## config.mk

```make
export PLATFORM = sky130hd
export DESIGN_NAME = spi_master
export DESIGN_NICKNAME = d
export VERILOG_FILES = /design/src/rtl/spi_pkg.sv /design/src/rtl/spi_clkgen.sv /design/src/rtl/spi_master.sv
export SDC_FILE = /design/constraint.sdc
export NUM_CORES = 1
export LEC_CHECK = 0
export BUFFER_PORTS_ARGS = -buffer_cell sky130_fd_sc_hd__buf_2
export CAP_MARGIN = 15
export CORE_MARGIN = 4
export CORE_UTILIZATION = 55
export DETAILED_ROUTE_END_ITERATION = 12
export PLACE_DENSITY = 0.81
export SLEW_MARGIN = 20
export SYNTH_ARGS = -nofsm -noshare
export SYNTH_HDL_FRONTEND = slang
export SYNTH_HIERARCHICAL = 1
export SYNTH_SLANG_ARGS = --single-unit
```

## constraint.sdc

```tcl
create_clock -name clk -period 4.1 [get_ports clk]
set_input_delay 0.82 -clock clk [delete_from_list [all_inputs] [get_ports clk]]
set_output_delay 0.82 -clock clk [all_outputs]
set_load 0.005 [all_outputs]
```

## src/rtl/spi_pkg.sv

```systemverilog
// Shared definitions for the SPI master: FSM state encoding and mode bit positions.
package spi_pkg;

    typedef enum logic [1:0] {
        IDLE,
        LEAD,
        XFER,
        TRAIL
    } spi_state_t;

    localparam int unsigned CPOL_BIT = 1;
    localparam int unsigned CPHA_BIT = 0;

endpackage

```

## src/rtl/spi_clkgen.sv

```systemverilog
// Half-period timer: tick is high in the last clk cycle of every SPI half-period.
module spi_clkgen #(
    parameter int unsigned DIV_W = 8
) (
    input  logic             clk,
    input  logic             rst_n,
    input  logic             load,
    input  logic             run,
    input  logic [DIV_W-1:0] div_in,
    output logic             tick,
    output logic             tick_next
);

    logic [DIV_W-1:0] cnt;
    logic [DIV_W-1:0] div_q;

    always_ff @(posedge clk or negedge rst_n) begin
        if (!rst_n) begin
            cnt   <= '0;
            div_q <= '0;
        end else if (load) begin
            cnt   <= '0;
            div_q <= div_in;
        end else if (run) begin
            cnt <= tick ? '0 : cnt + DIV_W'(1);
        end else begin
            cnt <= '0;
        end
    end

    assign tick = run && (cnt == div_q);

    // cnt < div_q whenever tick is low, so cnt+1 cannot wrap even at the maximum divider
    assign tick_next = tick ? (div_q == '0) : (cnt + DIV_W'(1) == div_q);

endmodule

```

## src/rtl/spi_master.sv

```systemverilog
// SPI master: one DATA_W-bit full-duplex transfer per accepted start, modes 0-3,
// selectable bit order, SPI half-period of clkdiv+1 clk cycles.
module spi_master
    import spi_pkg::*;
#(
    parameter int unsigned DATA_W = 8,
    parameter int unsigned DIV_W  = 8
) (
    input  logic              clk,
    input  logic              rst_n,
    input  logic              start,
    input  logic [DATA_W-1:0] din,
    input  logic [DIV_W-1:0]  clkdiv,
    input  logic [1:0]        mode,
    input  logic              lsb_first,
    output logic [DATA_W-1:0] dout,
    output logic              done,
    output logic              busy,
    output logic              spi_clk,
    output logic              spi_mosi,
    input  logic              spi_miso,
    output logic              spi_cs_n
);

    localparam int unsigned HALVES = 2 * DATA_W;
    localparam int unsigned HC_W   = $clog2(HALVES);
    localparam logic [HC_W-1:0] LAST_HALF = HC_W'(HALVES - 1);

    spi_state_t        state;
    logic [HC_W-1:0]   hcnt;
    logic [DATA_W-1:0] tx;
    logic [DATA_W-1:0] rx;
    logic              cpha_q;
    logic              lsb_q;

    logic              tick;
    logic              tick_next;
    logic              last_half;
    logic              tx_bit;
    logic [DATA_W-1:0] tx_shift;
    logic [DATA_W-1:0] rx_shift;
    logic              din_first;
    logic [DATA_W-1:0] din_shift;

    assign last_half = (hcnt == LAST_HALF);
    assign tx_bit    = lsb_q ? tx[0] : tx[DATA_W-1];
    assign tx_shift  = lsb_q ? (tx >> 1) : (tx << 1);
    assign rx_shift  = lsb_q ? {spi_miso, rx[DATA_W-1:1]} : {rx[DATA_W-2:0], spi_miso};
    assign din_first = lsb_first ? din[0] : din[DATA_W-1];
    assign din_shift = lsb_first ? (din >> 1) : (din << 1);

    spi_clkgen #(
        .DIV_W(DIV_W)
    ) u_clkgen (
        .clk      (clk),
        .rst_n    (rst_n),
        .load     (state == IDLE && start),
        .run      (state != IDLE),
        .div_in   (clkdiv),
        .tick     (tick),
        .tick_next(tick_next)
    );

    always_ff @(posedge clk or negedge rst_n) begin
        if (!rst_n) begin
            state    <= IDLE;
            hcnt     <= '0;
            tx       <= '0;
            rx       <= '0;
            cpha_q   <= 1'b0;
            lsb_q    <= 1'b0;
            dout     <= '0;
            done     <= 1'b0;
            busy     <= 1'b0;
            spi_cs_n <= 1'b1;
            spi_clk  <= 1'b0;
            spi_mosi <= 1'b0;
        end else begin
            done <= 1'b0;
            case (state)
                IDLE: begin
                    spi_clk <= mode[CPOL_BIT];
                    if (start) begin
                        state    <= LEAD;
                        busy     <= 1'b1;
                        spi_cs_n <= 1'b0;
                        cpha_q   <= mode[CPHA_BIT];
                        lsb_q    <= lsb_first;
                        rx       <= '0;
                        hcnt     <= '0;
                        if (mode[CPHA_BIT]) begin
                            tx       <= din;
                            spi_mosi <= 1'b0;
                        end else begin
                            tx       <= din_shift;
                            spi_mosi <= din_first;
                        end
                    end
                end
                LEAD: begin
                    if (tick) state <= XFER;
                end
                XFER: begin
                    if (tick) begin
                        spi_clk <= ~spi_clk;
                        // even halves end on a leading edge, odd halves on a trailing edge
                        if (hcnt[0] == cpha_q) begin
                            rx <= rx_shift;
                        end else if (!last_half) begin
                            spi_mosi <= tx_bit;
                            tx       <= tx_shift;
                        end
                        if (last_half) begin
                            state <= TRAIL;
                            hcnt  <= '0;
                            if (tick_next) done <= 1'b1;
                        end else begin
                            hcnt <= hcnt + HC_W'(1);
                        end
                    end
                end
                TRAIL: begin
                    if (tick) begin
                        state    <= IDLE;
                        busy     <= 1'b0;
                        spi_cs_n <= 1'b1;
                        dout     <= rx;
                    end else if (tick_next) begin
                        done <= 1'b1;
                    end
                end
                default: state <= IDLE;
            endcase
        end
    end

endmodule
```

## Word-level counts from Yosys, hierarchy flattened

Cells that the tools add are included.

| cells by class | value |
|---|---|
| add/subtract/negate cells | 2 |
| equal/unequal tests | 15 |
| multiplexer cells | 48 |
| bitwise operators | 1 |
| reduce and logical (&&, ||, !) cells | 15 |

Operator list:

| cell | number |
|---|---|
| 8-bit two-way mux | 14 |
| 8-bit case mux with 2 select lines | 2 |
| 1-bit two-way mux | 17 |
| 8-bit == test | 2 |
| 4-bit two-way mux | 3 |
| 2-bit two-way mux | 5 |
| 2-bit != test, second input constant | 5 |
| 1-bit case mux with 2 select lines | 5 |
| 5-bit AND reduction | 2 |
| 8-bit by 1-bit adder with 8-bit output, second input constant | 1 |
| 8-bit zero test | 1 |
| 2-bit case mux with 4 select lines | 1 |
| 4-bit case mux with 2 select lines | 1 |
| 2-bit by 1-bit != test with 1-bit output, second input constant | 3 |
| 2-bit AND reduction | 3 |
| 3-bit AND reduction | 2 |
| 2-bit nonzero test | 3 |
| 4-bit by 1-bit adder with 4-bit output, second input constant | 1 |
| 2-bit == test, second input constant | 2 |
| 4-bit == test, second input constant | 1 |
| 4-bit AND reduction | 1 |
| 2-bit by 1-bit == test with 1-bit output, second input constant | 1 |
| 1-bit logical AND | 2 |
| 2-bit zero test | 1 |
| 2 further kinds | 2 |

| storage, ports and cells | value |
|---|---|
| bits in registers | 53 |
| output and inout port bits | 13 |

## Longest topological paths before layout

| depth | value |
|---|---|
| word-level depth | 7 |
| gate-level depth with buffers | 11 |
| mapped depth without buffers | 9 |

## By module

The synthesis kept the hierarchy.

By module, submodules not included:

| module | times used | cells an instance | area each (µm²) | seq. area each (µm²) |
|---|---|---|---|---|
| spi_master | 1 | 191 | 2,190.9 | 927.1 |
| spi_clkgen | 1 | 85 | 947.2 | 400.4 |

## Least setup slack after synthesis

OpenSTA, ideal clock, no wires.

| timing path | value |
|---|---|
| kind | flip-flop to flip-flop |
| from | reg state[0] |
| to | reg rx[0] |
| setup time | 0.125 ns |
| arrival | 2.138 ns |
| data required time | 3.975 ns |
| slack | 1.838 ns |
| stages on the path, launching flop included | 11 |
| buffers on the path | 1 |
| cells stage by stage | dfrtp_1 inv_1 ha_1 buf_6 inv_1 inv_1 nor3_1 inv_1 or2_4 a21oi_4 mux2_2 |

| on the way | value |
|---|---|
| longest elaborated chain between the ends | 4 |
| elaborated cells between the ends (all ways) | 10 |
| those cells by class | 4 x eq/ne; 1 x mux; 5 x reduce/logical |

RTL lines:

| element | line | RTL |
|---|---|---|
| from (decl) | spi_master.sv:29 | `spi_state_t state;` |
| from (signal assigned) | spi_master.sv:66 | `state <= IDLE;` |
| from (signal assigned) | spi_master.sv:84 | `state <= LEAD;` |
| from (signal assigned) | spi_master.sv:101 | `if (tick) state <= XFER;` |
| 2-bit nonzero test | spi_master.sv:58 | `.run (state != IDLE),` |
| 1-bit logical AND | spi_clkgen.sv:31 | `assign tick = run && (cnt == div_q);` |
| via tick | spi_master.sv:36 | `logic tick;` |
| 2-bit by 1-bit != test with 1-bit output (no source line) | n/a |  |
| 4-bit AND reduction (no source line) | n/a |  |
| to (signal assigned) | spi_master.sv:108 | `rx <= rx_shift;` |
| to (decl) | spi_master.sv:32 | `logic [DATA_W-1:0] rx;` |

The timed path passes the listed nets, and every way through them passes these cells.
A chain may end at the register's enable or synchronous reset.

## Worst setup path in the final report

| timing path | value |
|---|---|
| from | reg state[0] |
| to | reg rx[1] |

The elaborated chain is that of the path after synthesis.

==> PnR_summary.wiki <==
{| class="wikitable"
! Metric !! Value
|-
| Post-synthesis compound-gate area fraction || 0.116
|-
| Count of final hold-check violations || 0
|-
| Total leakage power || 1.59 nW
|-
| Avg WL per Cell || 16.3 um
|-
| Critical setup path kind || register to register
|-
| Most instantiated library cell after synthesis || sky130_fd_sc_hd__dfrtp_1
|-
| Type of element capturing the critical path || register
|-
| Vias in the first global route || 2253
|-
| Rel. slew slack || 0.439
|-
| Layout overhead on the synthesized area || 9.77%
|-
| Final setup margin || 1.56 ns
|-
| Maximum root-to-sink buffer count || 2
|-
| Count of non-filler cells in the finished layout || 380
|-
| Clock slew seen by the registers of the worst setup and hold paths || 0.10 ns
|-
| Fin util || 0.626
|-
| Maximum net fanout on the critical path || 14
|-
| Final period util || 0.620
|-
| RSZ-0062 raised after global routing || false
|-
| Post-synth top flop || sky130_fd_sc_hd__dfrtp_1
|-
| Combined area of all synthesized cells || 3140 sq um
|-
| Total power after layout || 0.00215 W
|-
| Fraction of synthesis flops using an asynchronous set or reset pin || 1.00
|-
| Max Cap Violations || 0
|-
| Syn Inst Count || 276
|-
| Count of pins over their slew limit || 0
|-
| Number of antenna violations at the first check in global routing || 0
|-
| Residual overflow from global routing || 0
|-
| Placed insts || 372
|-
| Yosys reg bits || 53
|-
| Post-DP HPWL || 4480 um
|-
| Worst path required time || 4.29 ns
|-
| Wire length of the first global-routing pass || 10800 um
|-
| Worst voltage drop across the vdd grid || 0.365 mV
|-
| Post-synthesis simple-gate area fraction || 0.129
|-
| Floorplan die width || 83.5 um
|-
| Number of nets in the finished design || 336
|-
| Syn nets || 305
|-
| Dpl ws || 1.58 ns
|-
| Antenna diode count || 0
|-
| Layout Skew || 0.00997 ns
|-
| Multiplexer share of the synthesized area || 0.200
|-
| Worst EP arrival || 2.73 ns
|-
| Clock sinks || 53
|-
| Sum of negative setup slack || 0 ns
|-
| Total of buffers placed on input and output ports || 35
|-
| Biggest area contributors in the synthesized netlist || sky130_fd_sc_hd__dfrtp_1 (41%), sky130_fd_sc_hd__mux2_2 (13%), sky130_fd_sc_hd__mux2i_1 (6.7%)
|-
| Worst min-delay path class || input port to async pin
|-
| Share of the synthesized area in the top cell type || 0.415
|-
| Detailed router's first-iteration violation count || 134
|-
| Maximum clock frequency || 393 MHz
|-
| Startpoint Class || register
|-
| Row cnt || 27
|-
| Number of iterations in the first detailed-routing pass || 4
|-
| Clock network latency to the later pin of the worst-skew pair || 0.31 ns
|-
| Count of final setup violators || 0
|-
| P per Cell Area || 625 nW/um^2
|-
| Detailed-route via count || 2198
|-
| Mean cell area of the mapped netlist || 11.4 sq um
|-
| Synth warn || 6
|-
| Slew at the pin with the worst max-slew slack || 0.841 ns
|-
| Post-synth top cells || sky130_fd_sc_hd__dfrtp_1 (52), sky130_fd_sc_hd__mux2_2 (35), sky130_fd_sc_hd__mux2i_1 (21)
|-
| Largest family of logic cells by synthesized area || multiplexers
|-
| Die height || 83.5 um
|-
| EDFF count, synth || 0
|-
| Largest area contributor in the synthesized netlist || sky130_fd_sc_hd__dfrtp_1
|-
| Per-cell via count in the routed design || 5.78
|-
| Register area share after synthesis || 0.423
|-
| Number of fill cells in the layout || 422
|-
| Core Footprint || 5510 sq um
|-
| Pin count of the biggest net entering global routing || 35
|-
| Root Buffer Master || sky130_fd_sc_hd__clkbuf_8
|-
| Residual DRC count || 0
|-
| Arithmetic-cell share of the synthesized area counting full adders, half adders and majority gates || 0.0239
|-
| Library cells used by synthesis || 51
|-
| Post-CTS Setup Bufs || 0
|-
| Total number of H-tree levels || 2
|-
| Final weighted congestion of routability-driven global placement || 0.883
|-
| Min cycle time layout || 2.54 ns
|-
| Total wire length || 6190 um
|-
| Number of nets with antenna violations after routing || 0
|-
| Area of the die || 6980 sq um
|-
| Post-CTS Resized || 0
|-
| TritonCTS clock tree || yes
|-
| Post-synthesis xor/xnor area fraction || 0.0638
|-
| Number of hold-repair buffers added at the cts stage || 0
|-
| Fraction of layout cells with a size suffix above 1 || 0.354
|-
| Global routing usage summed across all routing layers || 0.188
|-
| Initial core utilization || 0.570
|-
| TritonCTS buffer count || 5
|-
| Result of the run || complete, no violations
|-
| IO Count || 36
|}
==> state kept, by name, summed over array words and instances, names as in the netlist, 2 cells and up <==
register / flops
rx: 8
hcnt: 4
tx: 8
u_clkgen/div_q: 8
state: 2
dout: 8
u_clkgen/cnt: 8
==> through the flow <==
step           instance area, sq um  hold slack, ns
6_report                       3440           0.457
5_1_grt                        3440           0.478
4_1_cts                        3440           0.472
3_5_place_dp                   3330           0.488
3_3_place_gp                   3330           0.484
2_1_floorplan                  3140           0.484
==> kinds of logic after synthesis <==
kind of cell             Yosys count
AO/OA/AOI/OAI                     43
flip-flops                        53
XOR/XNOR                          19
multiplexers                      57
buffers and inverters             25
adder cells (fa/ha/maj)            6
AND/OR/NAND/NOR                   73
==> worst paths after layout <==
path,start,to,slack (ns),cells past startpoint
worst min register to register,dout[1],dout[1],0.51,1
worst max-delay path,state[0],rx[1],1.56,10
worst min-delay path,rst_n,u_clkgen/div_q[2],0.46,1
max in group asynchronous,rst_n,hcnt[0],2.83,2
min in group clk,dout[1],dout[1],0.51,1
worst max register to register,state[0],rx[1],1.56,10
==> where the power goes <==
| part | switching [W] | internal, W |
|---|---|---|
| Sequential | 0.000206 | 0.000673 |
| Combinational | 0.000448 | 0.000463 |
| Clock | 0.000166 | 0.000199 |
==> layer usage <==
metal / wire (um) / vias up / track usage
met3: 231 / 10 / 0.0375
met2: 3060 / 47 / 0.296
met1: 2780 / 1096 / 0.257
met5: 0 / - / 0
li1: - / 1045 / -
met4: 119 / 0 / 0.0731
==> final cells by class <==
| class | count | area, sq um | area share |
|---|---|---|---|
| flip-flops and latches | 53 | 1330 | 0.385 |
| inverters | 11 | 41.3 | 0.0120 |
| clock inverters | 1 | 30.0 | 0.00872 |
| multi-input cells | 198 | 1670 | 0.485 |
| well taps | 72 | 90.1 | 0.0262 |
| repair buffers | 38 | 198 | 0.0574 |
| clock buffers | 7 | 86.3 | 0.0251 |
==> critical path, stage by stage (launching register included) <==
cell and delay (ns):
sky130_fd_sc_hd__dfrtp_1 0.41, sky130_fd_sc_hd__inv_1 0.09, sky130_fd_sc_hd__ha_1 0.35, sky130_fd_sc_hd__inv_1 0.12
sky130_fd_sc_hd__inv_1 0.07, sky130_fd_sc_hd__nor3_1 0.18, sky130_fd_sc_hd__buf_4 0.22, sky130_fd_sc_hd__inv_1 0.05
sky130_fd_sc_hd__or2_4 0.25, sky130_fd_sc_hd__a21oi_4 0.30, sky130_fd_sc_hd__mux2_2 0.38
==> layout by cell type, fill, tap and decap left out, drive strengths merged, types with 7 or more instances in the layout <==
master  instances
dfrtp          52
buf            38
mux2           35
nor2           24
mux2i          22
nand2          14
xnor2          12
inv            11
nor2b           9
a21oi           9
a221oi          8
xor2            7
clkbuf          7
o21ai           7
(Power assumes the default switching activity.)
